==> src/rtl/conv_pkg.sv <==
// Shared constants and types for the 4x4-tap convolution core: register map,
// STATUS field layout, IP identifier and the sequencer state encoding.
package conv_pkg;

    localparam logic [4:0] AddrMdatain  = 5'd0;
    localparam logic [4:0] AddrAdatain  = 5'd1;
    localparam logic [4:0] AddrMdataout = 5'd2;
    localparam logic [4:0] AddrAdataout = 5'd3;
    localparam logic [4:0] AddrCdelay   = 5'd4;
    localparam logic [4:0] AddrAdelay   = 5'd5;
    localparam logic [4:0] AddrStatus   = 5'd30;
    localparam logic [4:0] AddrIpId     = 5'd31;

    localparam int unsigned StatusMaskMsb = 23;
    localparam int unsigned StatusMaskLsb = 16;
    localparam int unsigned StatusBusyBit = 8;
    localparam int unsigned StatusDoneBit = 0;

    localparam logic [31:0] IpIdValue = 32'h1000500A;

    typedef enum logic [1:0] {
        StIdle,
        StMac,
        StDelay,
        StDone
    } conv_state_e;

    function automatic logic [31:0] status_word(input logic [7:0] mask,
                                                input logic       busy,
                                                input logic [7:0] flags);
        logic [31:0] w;
        w = '0;
        w[StatusMaskMsb:StatusMaskLsb] = mask;
        w[StatusBusyBit]               = busy;
        w[7:0]                         = flags;
        return w;
    endfunction

endpackage

==> src/rtl/conv_dpram.sv <==
// Small RAM: one synchronous write port and NumRd registered read ports.
// Contents and read registers are deliberately not reset.
module conv_dpram #(
    parameter int unsigned Depth = 8,
    parameter int unsigned Width = 32,
    parameter int unsigned NumRd = 1,
    parameter int unsigned Aw    = $clog2(Depth)
) (
    input  logic                        clk,
    input  logic                        wr_en,
    input  logic [Aw-1:0]               wr_addr,
    input  logic [Width-1:0]            wr_data,
    input  logic [NumRd-1:0]            rd_en,
    input  logic [NumRd-1:0][Aw-1:0]    rd_addr,
    output logic [NumRd-1:0][Width-1:0] rd_data
);

    logic [Width-1:0] mem [Depth];

    always_ff @(posedge clk) begin
        if (wr_en) begin
            mem[wr_addr] <= wr_data;
        end
        for (int i = 0; i < NumRd; i++) begin
            if (rd_en[i]) begin
                rd_data[i] <= mem[rd_addr[i]];
            end
        end
    end

endmodule

==> src/rtl/id1000500a_convolution.sv <==
// AIP convolution core: z[n] = sum_k x[n-k]*h[k] over two 4-sample sequences,
// host access through the config bus, DONE interrupt with mask.
module id1000500a_convolution
    import conv_pkg::*;
#(
    parameter int unsigned DATAWIDTH   = 32,
    parameter int unsigned MEM_SIZE    = 8,
    parameter int unsigned SEQ_LEN     = 4,
    parameter int unsigned CLKS_PER_MS = 50000,
    parameter logic [31:0] IP_ID_VALUE = IpIdValue
) (
    input  logic                 clk,
    input  logic                 rst_a,
    input  logic                 en_s,
    input  logic [DATAWIDTH-1:0] data_in,
    output logic [DATAWIDTH-1:0] data_out,
    input  logic                 write,
    input  logic                 read,
    input  logic                 start,
    input  logic [4:0]           conf_dbus,
    output logic                 int_req
);

    localparam int unsigned AW     = $clog2(MEM_SIZE);
    localparam int unsigned KW     = $clog2(SEQ_LEN);
    localparam int unsigned CntW   = AW + KW + 1;
    localparam int unsigned NPairs = MEM_SIZE * SEQ_LEN;
    localparam int unsigned CW     = (CLKS_PER_MS > 1) ? $clog2(CLKS_PER_MS) : 1;
    localparam int unsigned MsW    = DATAWIDTH - 1;

    conv_state_e          state_q;
    logic                 busy_q;
    logic [CntW-1:0]      cnt_q;
    logic [DATAWIDTH-1:0] acc_q;
    logic                 p_vld_q;
    logic                 p_xok_q;
    logic [AW-1:0]        p_n_q;
    logic [KW-1:0]        p_k_q;
    logic [MsW-1:0]       ms_cnt_q;
    logic [CW-1:0]        clk_cnt_q;

    logic [AW-1:0]        ptr_in_q;
    logic [AW-1:0]        ptr_out_q;
    logic [7:0]           mask_q;
    logic                 done_q;
    logic [DATAWIDTH-1:0] cdelay_q;
    logic                 sel_mem_q;
    logic [DATAWIDTH-1:0] rdata_q;

    logic                 issue;
    logic [AW-1:0]        iss_n;
    logic [KW-1:0]        iss_k;
    logic [AW-1:0]        iss_x;
    logic                 iss_xok;
    logic                 p_last;
    logic                 delay_on;
    logic                 start_ok;
    logic [DATAWIDTH-1:0] prod;
    logic [DATAWIDTH-1:0] acc_sum;
    logic [7:0]           flags;
    logic [DATAWIDTH-1:0] reg_rdata;

    logic                          in_wr_en;
    logic [1:0]                    in_rd_en;
    logic [1:0][AW-1:0]            in_rd_addr;
    logic [1:0][DATAWIDTH-1:0]     in_rd_data;
    logic                          out_wr_en;
    logic                          out_rd_en;
    logic [DATAWIDTH-1:0]          out_rd_data;
    logic                          unused_rd_hi;

    // Issue stage: pair index cnt = {n, k}, k innermost.
    assign issue   = (state_q == StMac) && (cnt_q < CntW'(NPairs));
    assign iss_n   = cnt_q[AW+KW-1:KW];
    assign iss_k   = cnt_q[KW-1:0];
    assign iss_x   = iss_n - AW'(iss_k);
    assign iss_xok = (iss_n >= AW'(iss_k)) && (iss_x < AW'(SEQ_LEN));

    assign in_rd_en      = {2{en_s && issue}};
    assign in_rd_addr[0] = iss_x;
    assign in_rd_addr[1] = AW'(SEQ_LEN) + AW'(iss_k);

    // Accumulate stage, one cycle behind the operand reads.
    assign prod    = p_xok_q ? (DATAWIDTH'(in_rd_data[0][15:0]) * DATAWIDTH'(in_rd_data[1][15:0]))
                             : '0;
    assign acc_sum = acc_q + prod;
    assign p_last  = (p_n_q == AW'(MEM_SIZE - 1)) && (p_k_q == KW'(SEQ_LEN - 1));

    assign delay_on  = cdelay_q[0] && (cdelay_q[DATAWIDTH-1:1] != '0);
    assign start_ok  = (state_q == StIdle) && start;
    assign out_wr_en = en_s && p_vld_q && (p_k_q == KW'(SEQ_LEN - 1));
    assign in_wr_en  = en_s && write && (conf_dbus == AddrMdatain) && !busy_q;
    assign out_rd_en = en_s && read && (conf_dbus == AddrMdataout);

    assign flags    = {7'b0, done_q};
    assign int_req  = |(flags & mask_q);
    assign data_out = sel_mem_q ? out_rd_data : rdata_q;

    // Operands only use the low half-word.
    assign unused_rd_hi = ^{in_rd_data[0][DATAWIDTH-1:16], in_rd_data[1][DATAWIDTH-1:16]};

    conv_dpram #(
        .Depth (MEM_SIZE),
        .Width (DATAWIDTH),
        .NumRd (2)
    ) u_mem_in (
        .clk     (clk),
        .wr_en   (in_wr_en),
        .wr_addr (ptr_in_q),
        .wr_data (data_in),
        .rd_en   (in_rd_en),
        .rd_addr (in_rd_addr),
        .rd_data (in_rd_data)
    );

    conv_dpram #(
        .Depth (MEM_SIZE),
        .Width (DATAWIDTH),
        .NumRd (1)
    ) u_mem_out (
        .clk     (clk),
        .wr_en   (out_wr_en),
        .wr_addr (p_n_q),
        .wr_data (acc_sum),
        .rd_en   (out_rd_en),
        .rd_addr (ptr_out_q),
        .rd_data (out_rd_data)
    );

    always_ff @(posedge clk or posedge rst_a) begin
        if (rst_a) begin
            state_q   <= StIdle;
            busy_q    <= 1'b0;
            cnt_q     <= '0;
            acc_q     <= '0;
            p_vld_q   <= 1'b0;
            p_xok_q   <= 1'b0;
            p_n_q     <= '0;
            p_k_q     <= '0;
            ms_cnt_q  <= '0;
            clk_cnt_q <= '0;
        end else if (en_s) begin
            p_vld_q <= issue;
            p_xok_q <= iss_xok;
            p_n_q   <= iss_n;
            p_k_q   <= iss_k;
            case (state_q)
                StIdle: begin
                    if (start) begin
                        busy_q  <= 1'b1;
                        cnt_q   <= '0;
                        acc_q   <= '0;
                        state_q <= StMac;
                    end
                end
                StMac: begin
                    if (issue) begin
                        cnt_q <= cnt_q + CntW'(1);
                    end
                    if (p_vld_q) begin
                        acc_q <= (p_k_q == KW'(SEQ_LEN - 1)) ? '0 : acc_sum;
                    end
                    if (p_vld_q && p_last) begin
                        if (delay_on) begin
                            ms_cnt_q  <= cdelay_q[DATAWIDTH-1:1];
                            clk_cnt_q <= '0;
                            state_q   <= StDelay;
                        end else begin
                            state_q <= StDone;
                        end
                    end
                end
                StDelay: begin
                    if (clk_cnt_q == CW'(CLKS_PER_MS - 1)) begin
                        clk_cnt_q <= '0;
                        if (ms_cnt_q == MsW'(1)) begin
                            state_q <= StDone;
                        end else begin
                            ms_cnt_q <= ms_cnt_q - MsW'(1);
                        end
                    end else begin
                        clk_cnt_q <= clk_cnt_q + CW'(1);
                    end
                end
                StDone: begin
                    busy_q  <= 1'b0;
                    state_q <= StIdle;
                end
                default: state_q <= StIdle;
            endcase
        end
    end

    always_comb begin
        reg_rdata = '0;
        case (conf_dbus)
            AddrAdatain:  reg_rdata = DATAWIDTH'(ptr_in_q);
            AddrAdataout: reg_rdata = DATAWIDTH'(ptr_out_q);
            AddrCdelay:   reg_rdata = cdelay_q;
            AddrStatus:   reg_rdata = status_word(mask_q, busy_q, flags);
            AddrIpId:     reg_rdata = IP_ID_VALUE;
            default:      reg_rdata = '0;
        endcase
    end

    always_ff @(posedge clk or posedge rst_a) begin
        if (rst_a) begin
            ptr_in_q  <= '0;
            ptr_out_q <= '0;
            mask_q    <= '0;
            done_q    <= 1'b0;
            cdelay_q  <= '0;
            sel_mem_q <= 1'b0;
            rdata_q   <= '0;
        end else if (en_s) begin
            if (in_wr_en) begin
                ptr_in_q <= ptr_in_q + AW'(1);
            end
            if (write) begin
                case (conf_dbus)
                    AddrAdatain:  ptr_in_q  <= data_in[AW-1:0];
                    AddrAdataout: ptr_out_q <= data_in[AW-1:0];
                    AddrCdelay:   cdelay_q  <= data_in;
                    AddrStatus:   mask_q    <= data_in[StatusMaskMsb:StatusMaskLsb];
                    // Data ports are handled above; ADELAY accepts writes with no effect.
                    AddrMdatain, AddrMdataout, AddrAdelay: ;
                    default: ;
                endcase
            end
            if (out_rd_en) begin
                ptr_out_q <= ptr_out_q + AW'(1);
            end
            // Completion beats a same-cycle write-1-to-clear.
            if (state_q == StDone) begin
                done_q <= 1'b1;
            end else if (start_ok ||
                         (write && (conf_dbus == AddrStatus) && data_in[StatusDoneBit])) begin
                done_q <= 1'b0;
            end
            if (read) begin
                sel_mem_q <= (conf_dbus == AddrMdataout);
                if (conf_dbus != AddrMdataout) begin
                    rdata_q <= reg_rdata;
                end
            end
        end
    end

endmodule

==> config.mk <==
export PLATFORM = sky130hd
export DESIGN_NAME = id1000500a_convolution
export DESIGN_NICKNAME = d
export VERILOG_FILES = /design/src/rtl/conv_pkg.sv /design/src/rtl/conv_dpram.sv /design/src/rtl/id1000500a_convolution.sv
export SDC_FILE = /design/constraint.sdc
export NUM_CORES = 2
export LEC_CHECK = 0
export BUFFER_PORTS_ARGS = -buffer_cell sky130_fd_sc_hd__buf_2
export CAP_MARGIN = 20
export CORE_ASPECT_RATIO = 1.4
export CORE_MARGIN = 10
export CORE_UTILIZATION = 55
export DETAILED_ROUTE_END_ITERATION = 8
export PLACE_DENSITY_LB_ADDON = 0.3
export RECOVER_POWER = 50
export SKIP_CTS_REPAIR_TIMING = 1
export SLEW_MARGIN = 20
export SYNTH_ARGS = -nofsm -noshare
export SYNTH_HDL_FRONTEND = slang
export SYNTH_SLANG_ARGS = --single-unit
export TNS_END_PERCENT = 30
==> constraint.sdc <==
create_clock -name clk -period 7.6 [get_ports clk]
set_input_delay 0.38 -clock clk [delete_from_list [all_inputs] [get_ports clk]]
set_output_delay 0.38 -clock clk [all_outputs]
set_load 0.02 [all_outputs]
; Word level (Yosys, flattened, before mapping)
; Memory sizes are Yosys's and may differ from the RTL's. A register that Yosys moved wholly into a read port is not among the register bits.
; Index checks and enable logic that the tools add are counted.
[totals]
memories = 2
reg_bits = 175
output_inout_bits = 33
ramBits = 512
input_bits = 43
[memory_table]
columns = memory, depth, word_bits, read_ports, rd_ports_with_merged_regs, write_ports, line
row1 = u_mem_in.mem, 8, 32, 2, 2, 1, conv_dpram.sv:18  ; logic [Width-1:0] mem [Depth];
row2 = u_mem_out.mem, 8, 32, 1, 1, 1, conv_dpram.sv:18
[classes]
mul = 1
n_addsub = 8
n_eq_ne = 22
n_reduce_logical = 40
n_mux = 39
n_lt_le_gt_ge = 3
n_bitwise = 1
[ops]
columns = op, count
row1 = 32-bit 2-to-1 mux, 5
row2 = 32-bit case mux with 5 select lines, 1
row3 = 31-bit 2-to-1 mux, 4
row4 = 32-bit case mux with 2 select lines, 1
row5 = 31-bit case mux with 2 select lines, 1
row6 = 16-bit 2-to-1 mux, 3
row7 = 32-bit adder, 1
row8 = 16-bit by 16-bit multiplier with 32-bit output, 1
row9 = 16-bit case mux with 2 select lines, 1
row10 = 31-bit by 1-bit equality test with 1-bit output (second input constant), 1
row11 = 31-bit nonzero test, 1
row12 = 31-bit by 1-bit subtractor with 31-bit output (second input constant), 1
row13 = 3-bit 2-to-1 mux, 6
row14 = 16-bit by 1-bit adder with 16-bit output (second input constant), 1
row15 = 16-bit equality test (second input constant), 1
row16 = 1-bit logical AND, 16
row17 = 3-bit AND reduction, 5
row18 = 2-bit != test (second input constant), 7
row19 = 6-bit 2-to-1 mux, 2
row20 = 6-bit case mux with 2 select lines, 1
row21 = 4-bit AND reduction, 3
row22 = 2-bit nonzero test, 6
row23 = 5-bit by 2-bit equality test with 1-bit output (second input constant), 2
row24 = 5-bit equality test (second input constant), 2
row25 = 27 further kinds, 41

; Depth between registers and ports, before layout
[depth]
depth_word = 6
mapped_depth = 34

; Hierarchy
; A second synthesis with hierarchy kept.
[hier_totals]
cells_unflattened = 3022
hier_area_um2 = 43173.9
[by_module_without_submodules]
columns = mod, cells_per_inst, area_each_um2, n_inst
row1 = id1000500a_convolution, 2046, 18566.6, 1
row2 = conv_dpram (u_mem_in), 561, 13820.8, 1
row3 = conv_dpram (u_mem_out), 415, 10786.6, 1

; Worst setup path after synthesis
; Ideal clock, no wire load.
[synth_timing]
path_kind = register to register
startpoint = register u_mem_in.rd_data[33] (netlist bit), read port of u_mem_in.mem
endpoint = register acc_q[29]
required_time_ns = 7.533
stages_incl_launch_ff = 33
n_path_buf = 2
synth_period_minus_slack_ns = 7.830
setup_slack_ns = -0.230
arrival_ns = 7.764
cell_sequence = edfxtp_1 -> clkbuf_1 -> nand2_1 -> fa_1 -> fa_1 -> fa_1 -> inv_1 -> fa_1 -> fa_1 -> inv_1 -> fa_1 -> inv_1 -> ha_1 -> and2_1 -> a221o_1 -> a21oi_1 -> a21o_1 -> nand2_1 -> a21o_1 -> a21oi_1 -> xor2_1 -> nor2_1 -> ha_1 -> clkbuf_1 -> o21a_1 -> nor2_1 -> a311o_1 -> a32oi_1 -> o21a_1 -> o21ai_0 -> o21ai_0 -> xor2_1 -> a22o_1
[synth_via]
elab_chain_len = 6
[synth_rtl]
columns = element, line
row1 = "start, declared", conv_dpram.sv:15  ; output logic [NumRd-1:0][Width-1:0] rd_data
row2 = 16-bit by 16-bit multiplier with 32-bit output, id1000500a_convolution.sv:84  ; assign prod = p_xok_q ? (DATAWIDTH'(in_rd_data[0][15:0]) * DATAWIDTH'(in_rd_data[1][15:0]))
row3 = 32-bit 2-to-1 mux, id1000500a_convolution.sv:84
row4 = 32-bit adder, id1000500a_convolution.sv:86  ; assign acc_sum = acc_q + prod;
row5 = via acc_sum[29], id1000500a_convolution.sv:59  ; logic [DATAWIDTH-1:0] acc_sum;
row6 = 32-bit 2-to-1 mux, id1000500a_convolution.sv:161  ; acc_q <= (p_k_q == KW'(SEQ_LEN - 1)) ? '0 : acc_sum;
row7 = 32-bit 2-to-1 mux, id1000500a_convolution.sv:160  ; if (p_vld_q) begin
row8 = 32-bit case mux with 2 select lines, id1000500a_convolution.sv:147  ; case (state_q)
row9 = "end signal, assigned", id1000500a_convolution.sv:161
row10 = "end, declared", id1000500a_convolution.sv:34  ; logic [DATAWIDTH-1:0] acc_q;
; The timed path passes the listed nets, and every way through them passes these cells. The select of a mux whose other input is x is not followed.
; A chain may end at the register's enable or synchronous reset.

; Final worst setup path
[layout_timing]
startpoint = register u_mem_in.rd_data[36] (netlist bit), read port of u_mem_in.mem
endpoint = register acc_q[31]
; Same word-level chain as after synthesis.

==> impl_metrics.yaml <==
synthesis:
  syn-num-nets: 3082
  async_reset_ff_frac: 0.2809
  synthesis.area_um2: 35390
  yosysUniqueCellTypes: 67
  yosys_warnings: 0
  postSynthCellCount: 2696
  ys_ff_latch: 623
  postSynthAreaPerCell_um2: 13.13
  ys.flop_type: "edfxtp_1"
  ys_seq_area_frac: 0.5038
  synth_edf_count: 448
global_routing:
  overflow: 0
  grt_pass1_wl_um: 134700
  antenna_found_initial: 0
  grt_max_degree: 104
  grt_pass1_vias: 24080
  track_usage: 0.2304
clocking:
  clock_latency_ns: 0.63
  clk_path_buf_depth: 3
  root_buffer: "clkbuf_16"
  cts_made_buffers: 54
  clk_pin_slew_ns: 0.08
  cts_max_level: 2
  cts_tree: "done"
  numClockSinks: 623
placed_design:
  dp_hpwl_um: 60170
  port_buffers: 75
  place_congestion: 0.9083
  place_inst: 3709
  dpl_cell_area_um2: 38090
  place_ws_ns: -0.5759
critical_path:
  r2r.worst_path.cells: 31
  startpoint: "u_mem_in.rd_data[36]$_DFFE_PP_"
  reg2reg_to: "acc_q[31]$_DFFE_PP0P_"
  endpoint: "acc_q[31]$_DFFE_PP0P_"
  cp_top_family: "adder cells"
  regToRegStartpoint: "u_mem_in.rd_data[36]$_DFFE_PP_"
  worstPathMaxFanout: 5
  rrSetupSlack_ns: -0.41
  crit_slowest_cell: "fa_1"
  required_ns: 8.12
  cp-end-kind: "register"
  start_kind: "register"
  crit_type: "register to register"
  crit_buf_inv: 7
  arrival_ns: 8.52
  max_stage_delay_ns: 0.56
  cp_common_cell: "fa_1"
  path_depth: 31
cells_and_area:
  fin_cells: 3851
  drive_above_1_share: 0.2514
  final_common_cell: "edfxtp_1"
  syn_to_final_growth_pct: 15.51
  design_area_um2: 40880
  nets: 3351
  final_cell_mix: "448 x edfxtp_1, 257 x nand2_1, 247 x inv_1"
  antenna_cells: 0
  nFillCells: 4581
floorplan:
  design.die.area_um2: 75040
  row_count: 110
  dieWidth_um: 234.4
  io_pins: 76
  die_h_um: 320.2
  start_util: 0.5530
  core_area_um2: 64000
timing:
  setup_viol_count_final: 55
  slew_violations: 528
  fin_crit_ns: 8.006
  relSlewSlack: -1.972
  fin_setup_tns_ns: -8.888
  max_freq_mhz: 124.9
  skew_ns: 0.02551
  hold_violations: 0
  fin_crit_sh: 1.053
  worst_slew_pin_slew_ns: 4.433
  setup_ws_ns: -0.4061
  rsz0062_at_grt: "true"
worst_hold_path:
  hold_class: "input port to register"
  hold_path.startpoint: "data_in[30]"
status:
  outcome: "complete, but fails checks"
  violations: "max-capacitance violations, max-slew violations, negative setup slack"
routing:
  vias_per_cell: 5.979
  post_drt_wl_per_cell_um: 22.38
  drc: 0
  first_pass_iters: 8
  vias: 23030
  drt-total-wl_um: 86190
  initialDrtViolationCount: 1928
  route.antenna.remaining_nets: 0
job:
  cap_violations: 12
-- worst min-delay path by stage --
stage	cells after the start	slack, ns	endpoint
global placement	2	0.47	rdata_q[25]$_DFFE_PP0P_
global route	2	0.007	cdelay_q[30]$_DFFE_PP0P_
finish	2	0.01	cdelay_q[30]$_DFFE_PP0P_
CTS	2	-0.04	cdelay_q[25]$_DFFE_PP0P_
floorplan	2	0.45	rdata_q[10]$_DFFE_PP0P_
detailed placement	2	0.47	rdata_q[25]$_DFFE_PP0P_
-- cells by family after synthesis --
family / after synthesis / share of synthesized area
muxes: 246 / 0.1138
buffers and inverters: 372 / 0.04065
adders and majority gates: 343 / 0.1628
and+or+nand+nor: 658 / 0.09036
xor gates and xnor gates: 58 / 0.01435
DFF: 623 / 0.5038
AOI/OAI and AO/OA: 396 / 0.07420
-- routing by layer --
layer  wire length [µm]  vias up  global-route usage
li1                   -    10170                   -
met4               4125        0             0.09889
met2              45090      846              0.4036
met1              32430    11800              0.2833
met3               4542      217             0.02580
met5                  0        -                   0
-- flip-flops by register name, summed over array words and instances (netlist names), 2 cells and up --
signal / cells
ms_cnt_q: 31
u_mem_out.rd_data: 32
state_q: 2
p_k_q: 2
ptr_in_q: 3
u_mem_out.mem: 256
cnt_q: 6
p_n_q: 3
ptr_out_q: 3
clk_cnt_q: 16
rdata_q: 32
u_mem_in.rd_data: 32
u_mem_in.mem: 128
mask_q: 8
cdelay_q: 32
acc_q: 32
-- area by class of cell --
class / count / area [µm²] / area share
clock inverter: 26 / 446.7 / 0.01093
inverter: 258 / 969.7 / 0.02372
timing repair buffer: 325 / 2278 / 0.05573
clock buffer: 76 / 1504 / 0.03679
multi-input combinational: 1703 / 16800 / 0.4108
tap: 840 / 1051 / 0.02571
sequential: 623 / 17840 / 0.4363
-- stage by stage --
step	utilization	hold WS [ns]
finish	0.6388	0.01014
global route	0.6388	0.006876
CTS	0.6256	-0.03551
detailed placement	0.5951	0.4746
global placement	0.5951	0.4669
floorplan	-	0.4460
-- synth_stat cells (18+ instances only) --
| library cell | n | area share |
|---|---|---|
| edfxtp_1 | 448 | 0.38 |
| nand2_1 | 259 | 0.027 |
| inv_1 | 257 | 0.027 |
| fa_1 | 196 | 0.11 |
| dfrtp_1 | 175 | 0.12 |
| ha_1 | 147 | 0.052 |
| and2_1 | 131 | 0.023 |
| mux2_2 | 130 | 0.041 |
| mux4_2 | 112 | 0.071 |
| o21ai_0 | 106 | 0.015 |
| nor2_1 | 95 | 0.010 |
| a21oi_1 | 94 | 0.013 |
| clkbuf_1 | 91 | 0.0097 |
| a22o_1 | 54 | 0.013 |
| nand3_1 | 44 | 0.0062 |
| a21o_1 | 36 | 0.0076 |
| xnor2_1 | 31 | 0.0077 |
| xor2_1 | 27 | 0.0067 |
| o22ai_1 | 22 | 0.0039 |
| nor3_1 | 21 | 0.0030 |
| nor4_1 | 18 | 0.0032 |
Power is not shown: default switching activity piles up to over one toggle a cycle in this logic, so the estimate is an artifact.
